$ cat config.mk
export PLATFORM = sky130hd
export DESIGN_NAME = dpram_stream_reader
export DESIGN_NICKNAME = d
export VERILOG_FILES = /design/src/rtl/dpram_stream_reader.sv
export SDC_FILE = /design/constraint.sdc
export NUM_CORES = 1
export LEC_CHECK = 0
export ABC_AREA = 1
export CORE_ASPECT_RATIO = 1.25
export CORE_MARGIN = 5
export CORE_UTILIZATION = 40
export CTS_BUF_LIST = sky130_fd_sc_hd__clkbuf_8
export DETAILED_ROUTE_END_ITERATION = 16
export DONT_BUFFER_PORTS = 1
export PLACE_DENSITY = 0.56
export REMOVE_ABC_BUFFERS = 1
export SLEW_MARGIN = 20
export SYNTH_ARGS = -nofsm -noshare
export SYNTH_HDL_FRONTEND = slang
export SYNTH_SLANG_ARGS = --single-unit
$ cat constraint.sdc
create_clock -name clk -period 4.82 [get_ports clk]
set_input_delay 0.964 -clock clk [delete_from_list [all_inputs] [get_ports clk]]
set_output_delay 0.964 -clock clk [all_outputs]
set_load 0.02 [all_outputs]
$ cat src/rtl/dpram_stream_reader.sv
// Burst reader that streams a run of words from a dual-port RAM's registered read port through a 2-entry skid FIFO.
// Optional feature: define STREAM_READER_LAST_EN to add out_last, which marks the final word of each burst.
module dpram_stream_reader #(
    parameter int AWIDTH = 10,
    parameter int DWIDTH = 32
) (
    input  logic              clk,
    input  logic              reset,
    input  logic              start,
    input  logic [AWIDTH-1:0] base_addr,
    input  logic [AWIDTH:0]   num_words,
    output logic              busy,
    output logic              done,
    output logic [AWIDTH-1:0] ram_addr,
    output logic              ram_wren,
    input  logic [DWIDTH-1:0] ram_rdata,
    output logic [DWIDTH-1:0] out_data,
    output logic              out_valid,
    input  logic              out_ready,
`ifdef STREAM_READER_LAST_EN
    output logic              out_last,
`endif
    output logic [1:0]        dbg_state
);

    localparam logic [1:0] S_IDLE  = 2'd0;
    localparam logic [1:0] S_RUN   = 2'd1;
    localparam logic [1:0] S_DRAIN = 2'd2;

    localparam logic [AWIDTH:0]   ONE_CNT  = 1;
    localparam logic [AWIDTH-1:0] ONE_ADDR = 1;

    logic [1:0]        r_state;
    logic [AWIDTH:0]   r_num;
    logic [AWIDTH:0]   r_issued;
    logic [AWIDTH:0]   r_sent;
    logic [AWIDTH-1:0] r_next_addr;
    logic [AWIDTH-1:0] r_last_addr;
    logic              r_inflight;
    logic              r_inflight_last;
    logic              r_done;

    logic [DWIDTH-1:0] r_mem [2];
    logic              r_last_mem [2];
    logic              r_wptr;
    logic              r_rptr;
    logic [1:0]        r_count;

    logic              w_accept;
    logic              w_push;
    logic              w_pop;
    logic [2:0]        w_occ;
    logic              w_issue;
    logic              w_issue_last;
    logic [AWIDTH:0]   w_sent_next;
    logic              w_finish;

    // Stream handshake: a word moves when out_valid && out_ready at a rising edge;
    // out_valid comes only from FIFO occupancy, so it never depends on out_ready.
    assign w_accept     = start && (r_state == S_IDLE) && !r_done;
    assign w_push       = r_inflight;
    assign w_pop        = (r_count != 2'd0) && out_ready;
    // Credit counts the word popped this cycle as already gone, which is what keeps 1 word/cycle.
    assign w_occ        = {1'b0, r_count} + {2'b00, r_inflight} - {2'b00, w_pop};
    assign w_issue      = (r_state == S_RUN) && (r_issued != r_num) && (w_occ < 3'd2);
    assign w_issue_last = (r_issued + ONE_CNT) == r_num;
    assign w_sent_next  = r_sent + {{AWIDTH{1'b0}}, w_pop};
    assign w_finish     = (r_state == S_DRAIN) && (w_sent_next == r_num);

    assign busy      = (r_state != S_IDLE) || r_done;
    assign done      = r_done;
    assign ram_addr  = w_issue ? r_next_addr : r_last_addr;
    assign ram_wren  = 1'b0;
    assign out_valid = (r_count != 2'd0);
    assign out_data  = r_mem[r_rptr];
    assign dbg_state = r_state;
`ifdef STREAM_READER_LAST_EN
    assign out_last  = out_valid && r_last_mem[r_rptr];
`endif

    always_ff @(posedge clk or posedge reset) begin
        if (reset) begin
            r_state         <= S_IDLE;
            r_num           <= '0;
            r_issued        <= '0;
            r_sent          <= '0;
            r_next_addr     <= '0;
            r_last_addr     <= '0;
            r_inflight      <= 1'b0;
            r_inflight_last <= 1'b0;
            r_done          <= 1'b0;
        end else begin
            r_done          <= w_finish;
            r_inflight      <= w_issue;
            r_inflight_last <= w_issue && w_issue_last;
            r_sent          <= w_sent_next;
            if (w_issue) begin
                r_issued    <= r_issued + ONE_CNT;
                r_next_addr <= r_next_addr + ONE_ADDR;
                r_last_addr <= r_next_addr;
            end
            case (r_state)
                S_IDLE: begin
                    if (w_accept) begin
                        r_num       <= num_words;
                        r_issued    <= '0;
                        r_sent      <= '0;
                        r_next_addr <= base_addr;
                        r_state     <= (num_words == '0) ? S_DRAIN : S_RUN;
                    end
                end
                S_RUN: begin
                    if (w_issue && w_issue_last) begin
                        r_state <= S_DRAIN;
                    end
                end
                S_DRAIN: begin
                    if (w_finish) begin
                        r_state <= S_IDLE;
                    end
                end
                default: r_state <= S_IDLE;
            endcase
        end
    end

    // Data for an address issued last cycle is on ram_rdata now and lands in the FIFO at this edge.
    always_ff @(posedge clk or posedge reset) begin
        if (reset) begin
            r_mem[0]      <= '0;
            r_mem[1]      <= '0;
            r_last_mem[0] <= 1'b0;
            r_last_mem[1] <= 1'b0;
            r_wptr        <= 1'b0;
            r_rptr        <= 1'b0;
            r_count       <= 2'd0;
        end else begin
            if (w_push) begin
                r_mem[r_wptr]      <= ram_rdata;
                r_last_mem[r_wptr] <= r_inflight_last;
                r_wptr             <= ~r_wptr;
            end
            if (w_pop) begin
                r_rptr <= ~r_rptr;
            end
            r_count <= r_count + {1'b0, w_push} - {1'b0, w_pop};
        end
    end

endmodule

==> results of run 1 <==
==> state kept, by name, summed over array words and instances (netlist names) <==
register     count
dbg_state        2
r_issued        11
r_inflight       1
done             1
r_sent          11
r_rptr           1
r_wptr           1
r_num           11
r_mem           64
r_count          2
r_last_addr     10
r_next_addr     10
==> stage by stage <==
step / cell area (µm²) / setup WS, ps
6_report: 7030 / 785
5_1_grt: 7030 / 541
4_1_cts: 7030 / 737
3_5_place_dp: 6580 / 771
3_3_place_gp: 6580 / 788
2_1_floorplan: 6180 / 528
==> kinds of logic (layout without fill, tap and decap cells) <==
family	count (synthesis)	count (layout)	share of synthesized area [%]
AOI/OAI and AO/OA	123	123	10.2
xor gates and xnor gates	23	23	3.18
adders and majority gates	5	5	1.11
buffers and inverters	134	145	8.19
DFF	125	125	49.4
other	1	1	0.0593
and+or+nand+nor	433	433	27.8
==> critical path, stage by stage <==
cell and delay, ps:
inv_1 20, nor2_2 120, nand2_1 80, o21ai_0 80
ha_1 170, inv_1 50, fa_1 480, inv_1 50
nor3_1 300, nand2_2 130, buf_4 250, o21ai_0 200
buf_4 170
==> layout by cell type (no fill, tap or decap), drive strengths merged, types with 2 or more instances in the layout <==
master  count
nand2     313
dfrtp     125
inv       101
o21ai      94
nor2       51
nand3      45
clkbuf     17
a21oi      16
buf        15
xor2       13
xnor2      10
nand4       9
a31oi       8
nor3        7
clkinv      6
bufinv      5
ha          4
or2         3
nand3b      2
==> worst paths after layout <==
check,start,end,slack (ps),depth (start not counted)
worst max-delay path,out_ready,ram_addr[8],780,13
worst min-delay path,r_mem[63]$_DFFE_PP0P_,r_mem[63]$_DFFE_PP0P_,490,2
worst max register to register,r_count[1]$_DFF_PP0_,dbg_state[1]$_DFFE_PP0P_,2060,16
worst min register to register,r_mem[63]$_DFFE_PP0P_,r_mem[63]$_DFFE_PP0P_,490,2
max in group asynchronous,reset,r_issued[9]$_DFF_PP0_,3460,2
min in group asynchronous,reset,r_mem[17]$_DFFE_PP0P_,530,1
==> power groups by stage <==
stage / sequential, mW / clock, mW / combinational (mW)
3_5_place_dp: 1.86 / 0 / 2.18
5_1_grt: 1.91 / 1.13 / 2.46
3_3_place_gp: 1.86 / 0 / 2.14
2_1_floorplan: 1.80 / 0 / 1.64
6_report: 1.85 / 1.05 / 2.13
4_1_cts: 1.85 / 1.08 / 2.18
==> routing by layer <==
layer | vias to the layer above | share of wire (%) | global-route usage (%)
li1 | 2645 | - | -
met1 | 2347 | 47 | 21.9
met2 | 103 | 48 | 27.4
met3 | 14 | 4.0 | 3.65
met4 | 0 | 1.2 | 5.83
met5 | - | 0 | 0
==> layout make-up <==
cell class,count,share of cell area (%)
multi-input cells,585,38.2
clock inverters,13,3.06
well taps,212,3.77
inverters,100,5.37
repair buffers,15,1.78
clock buffers,17,3.33
flip-flops and latches,125,44.5
==> reports/metrics.csv, run 1 <==
metric,value,unit
hold slack,486,ps
clock skew,9.13,ps
top cell type's share of synthesized area,49.4,%
RSZ-0062 raised after global routing,false,
Total Wirelength,14600,µm
P_int,2.79,mW
Rows,51,
Register Area,3130,µm²
DR pass1 iterations,4,
maximum vdd drop,305,µV
run status,"finished, final reports clean",
Placed Cells,1037,
pwr dens,716,nW/µm²
Final Core Density,45.2,%
CTS Buffer Depth,2,
minimum clock period,4040,ps
largest net degree at the start of global routing,66,
Post CTS Setup Buffer Count,0,
Max-Slew Margin vs Limit,30.6,%
"Setup violations, final",0,
CTS H-Tree Depth,4,
Seq pwr share,36.8,%
initial core utilization,40.6,%
Hold Crit Class,flop to flop,
CP startpoint kind,input port,
WP data required,3860,ps
Die X,122,µm
CP Max Fanout,33,
"Avg Cell Area, Syn",7.50,µm²
total die area,18400,µm²
"Power, Total",5.03,mW
crit path capture type,primary output,
I/O Pins,105,
Tcrit/Tclk final,83.7,%
GP Congestion,0.837,
Root Driver,clkbuf_8,
clock-pin slew on the worst setup and hold paths,70,ps
DRC violations left,0,
sequential fraction of the synthesis area,49.4,%
commonest cells in the netlist,"nand2_1 (310), dfrtp_1 (125), inv_1 (99)",
DR vias/cell,4.79,
Post-Syn Area,6330,µm²
Setup CP Type,input port to primary output,
"top cells by area, synth","dfrtp_1 (49%), nand2_1 (18%), o21ai_0 (7.4%)",
Worst EP arrival,3070,ps
Unique masters post-synth,37,
Sw Share,44.6,%
fmax,248,MHz
Clock power frac,20.8,%
global-route wire length before repair,24600,µm
Final Max Tran Viols,0,
CTS tree,done,
"EDFF count, synth",0,
Async SR Flop Fraction,100,%
CTS Buf Count,17,
top_reg_cell synth,dfrtp_1,
Slew @ Worst Pin,1030,ps
detailed-placement wirelength estimate,10200,µm
Setup TNS,0,ps
Final nets,906,
initial drt markers,296,
Tot GR Track Use,16.8,%
area grow syn2layout,11.2,%
layout cells sized above 1,6.78,%
P_leak,3.61,nW
grt ovf,0,
most numerous cell in the Yosys netlist,nand2_1,
Syn Inst Count,844,
Hold Fails Final Rpt,0,
CTS sink count,125,
diode count,0,
"Warnings, synthesis",0,
Wirelength per Cell,13.7,µm
initial antenna violation count,0,
IO Port Bufs,0,
post-route ant nets,0,
Switch Pwr,2.24,mW
Max-Cap Viols,0,
CTS Hold Bufs,0,
insertion delay to the later sink of the worst-skew pair,430,ps
Seq cells post-synth,125,
Logic pwr share,42.4,%
Die Y,151,µm
Finished Layout Cells,1067,
# resized after CTS,0,
"area leader, netlist",dfrtp_1,
vias in the first global route,4991,
multi-input logic area,2690,µm²
Core ar.,15600,µm²
total number of vias,5109,
FILL cells,1639,
Note: power is estimated with default switching activity, not from simulation.
==> run 2, diff against run 1 <==
- PLACE_DENSITY: 0.56 -> 0.58
- clock period: 4.82 -> 3.45 ns (I/O delays scaled with it)
==> run 2 against run 1 <==
Compared with the run above:
- clock skew about the same
- sequential power rose by 41%
- worst setup slack got worse by 770 ps
- total power rose by 48%
- critical endpoint is now ram_addr[6]
- critical path depth up 1
- sequential cell count unchanged
- final cell count rose by 1.1%
==> reports/metrics.csv, run 2 (synthesis gave the netlist of run 1 again) <==
metric,value,unit,change
run status,"finished, final reports clean",,unchanged
Setup CP Type,flop to primary output,,was input port to primary output
RSZ-0062 raised after global routing,true,,was false
"commonest non-fill, non-tap cell in the layout",nand2_1,,unchanged
maximum vdd drop,456,µV,was 305 µV
Tcrit/Tclk final,99.7,%,
DRC violations left,0,,unchanged
total die area,18400,µm²,unchanged
cell family with most CP delay,adder cells,,unchanged
initial antenna violation count,0,,unchanged
pwr dens,1020,nW/µm²,was 716 nW/µm²
Rows,51,,unchanged
Max-Slew Margin vs Limit,46.8,%,was 30.6%
global-route wire length before repair,25000,µm,was 24600 µm
Finished Layout Cells,1079,,was 1067
Tot GR Track Use,17.2,%,was 16.8%
total number of vias,5258,,was 5109
CTS tree,done,,unchanged
CTS sink count,125,,unchanged
CP startpoint kind,flop,,was input port
layout cells sized above 1,10.3,%,was 6.78%
diode count,0,,unchanged
Wirelength per Cell,14.0,µm,was 13.7 µm
minimum clock period,3440,ps,
CTS Hold Bufs,0,,unchanged
Max-Cap Viols,0,,unchanged
detailed-placement wirelength estimate,10100,µm,was 10200 µm
Final Core Density,47.0,%,was 45.2%
largest net degree at the start of global routing,66,,unchanged
Final nets,916,,was 906
Total Wirelength,15100,µm,was 14600 µm
crit path capture type,primary output,,unchanged
Worst EP arrival,2750,ps,was 3070 ps
Critical path buffers and inverters,5,,unchanged
"Setup violations, final",0,,unchanged
Slew @ Worst Pin,797,ps,was 1030 ps
CP Max Fanout,5,,was 33
I/O Pins,105,,unchanged
Max stage delay on crit path,530,ps,was 480 ps
max reg flops,64,,unchanged
IO Port Bufs,0,,unchanged
Placed Cells,1041,,was 1037
CTS H-Tree Depth,4,,unchanged
grt ovf,0,,unchanged
Root Driver,clkbuf_8,,unchanged
most frequent cells in the layout,"nand2_1 (304), dfrtp_1 (125), inv_1 (97)",,"was nand2_1 (309), dfrtp_1 (125), inv_1 (97)"
Final Max Tran Viols,0,,unchanged
Largest Register,r_mem,,unchanged
post-route ant nets,0,,unchanged
CTS Buf Count,17,,unchanged
Die X,122,µm,unchanged
slowest cell on the critical path,fa_2,,was fa_1
insertion delay to the later sink of the worst-skew pair,430,ps,about the same
initial core utilization,40.6,%,unchanged
clock skew,9.01,ps,was 9.13 ps
DR pass1 iterations,5,,was 4
vias in the first global route,4952,,was 4991
Die Y,151,µm,unchanged
initial drt markers,426,,was 296
Core ar.,15600,µm²,unchanged
fmax,291,MHz,
DR vias/cell,4.87,,was 4.79
area grow syn2layout,15.7,%,was 11.2%
Hold Fails Final Rpt,0,,unchanged
P_leak,3.72,nW,was 3.61 nW
"Power, Total",7.45,mW,was 5.03 mW
cell breakdown of the critical path,"nor2_2, nor2_2, nand2_1, o21ai_1, ha_2, inv_2, fa_2, inv_2, nor3_2, buf_4, nand2_8, clkbuf_16, o21ai_4, buf_6",,"was inv_1, nor2_2, nand2_1, o21ai_0, ha_1, inv_1, fa_1, inv_1, nor3_1, nand2_2, buf_4, o21ai_0, buf_4"
clock-pin slew on the worst setup and hold paths,70,ps,about the same
WP data required,2760,ps,was 3860 ps
Hold Crit Class,input port to asynchronous set/reset pin,,was flop to flop
GP Congestion,0.836,,was 0.837
CTS Buffer Depth,2,,unchanged
==> run 2: worst paths after layout <==
check	start	end	slack [ps]	depth (start not counted)
max	r_count[0]$_DFF_PP0_	ram_addr[6]	10	14
min	reset	r_last_addr[3]$_DFF_PP0_	180	1
max reg2reg	r_count[0]$_DFF_PP0_	r_next_addr[3]$_DFF_PP0_	830	16
min reg2reg	r_mem[60]$_DFFE_PP0P_	r_mem[60]$_DFFE_PP0P_	490	2
max in group asynchronous	reset	r_num[3]$_DFFE_PP0P_	2500	2
min in group clk	num_words[10]	r_num[10]$_DFFE_PP0P_	360	2
==> run 2: per-layer routing <==
metal,GRT usage (%),vias to the layer above,wire length [µm]
li1,-,2664,-
met1,21.6,2463,6830
met2,28.6,113,7240
met3,4.77,18,762
met4,5.32,0,236
met5,0,-,0
==> run 2: area by class of cell <==
cell class                 instances  area, µm²
sequential                       125       3130
clock buffer                      19        262
timing repair buffer              25        297
clock inverter                    13        189
fill                            1649       8250
inverter                         100        378
tap                              212        265
multi-input combinational        585       2800
==> run 2: metrics by stage <==
stage / TNS (ps) / hold slack [ps] / instance area, µm² / setup WS, ps
2_1_floorplan: -72920 / 453 / 6180 / -568
3_3_place_gp: 0 / 465 / 6620 / 139
3_5_place_dp: 0 / 473 / 6620 / 119
4_1_cts: 0 / 168 / 7160 / 12.1
5_1_grt: -839 / 184 / 7320 / -126
6_report: 0 / 180 / 7320 / 11.4
==> run 2: power by group <==
part | leakage [nW] | switching [mW] | internal, mW
combinational | 1.95 | 2.22 | 1.19
clock | 0.216 | 0.608 | 0.830
sequential | 1.55 | 0.484 | 2.12
total | 3.72 | 3.31 | 4.14
==> run 2: what timing repair did <==
item	CTS	global route
resized for setup	8	39
setup endpoints to repair	10	10
gates cloned	2	1
setup buffers	1	2
pin swaps	3	3
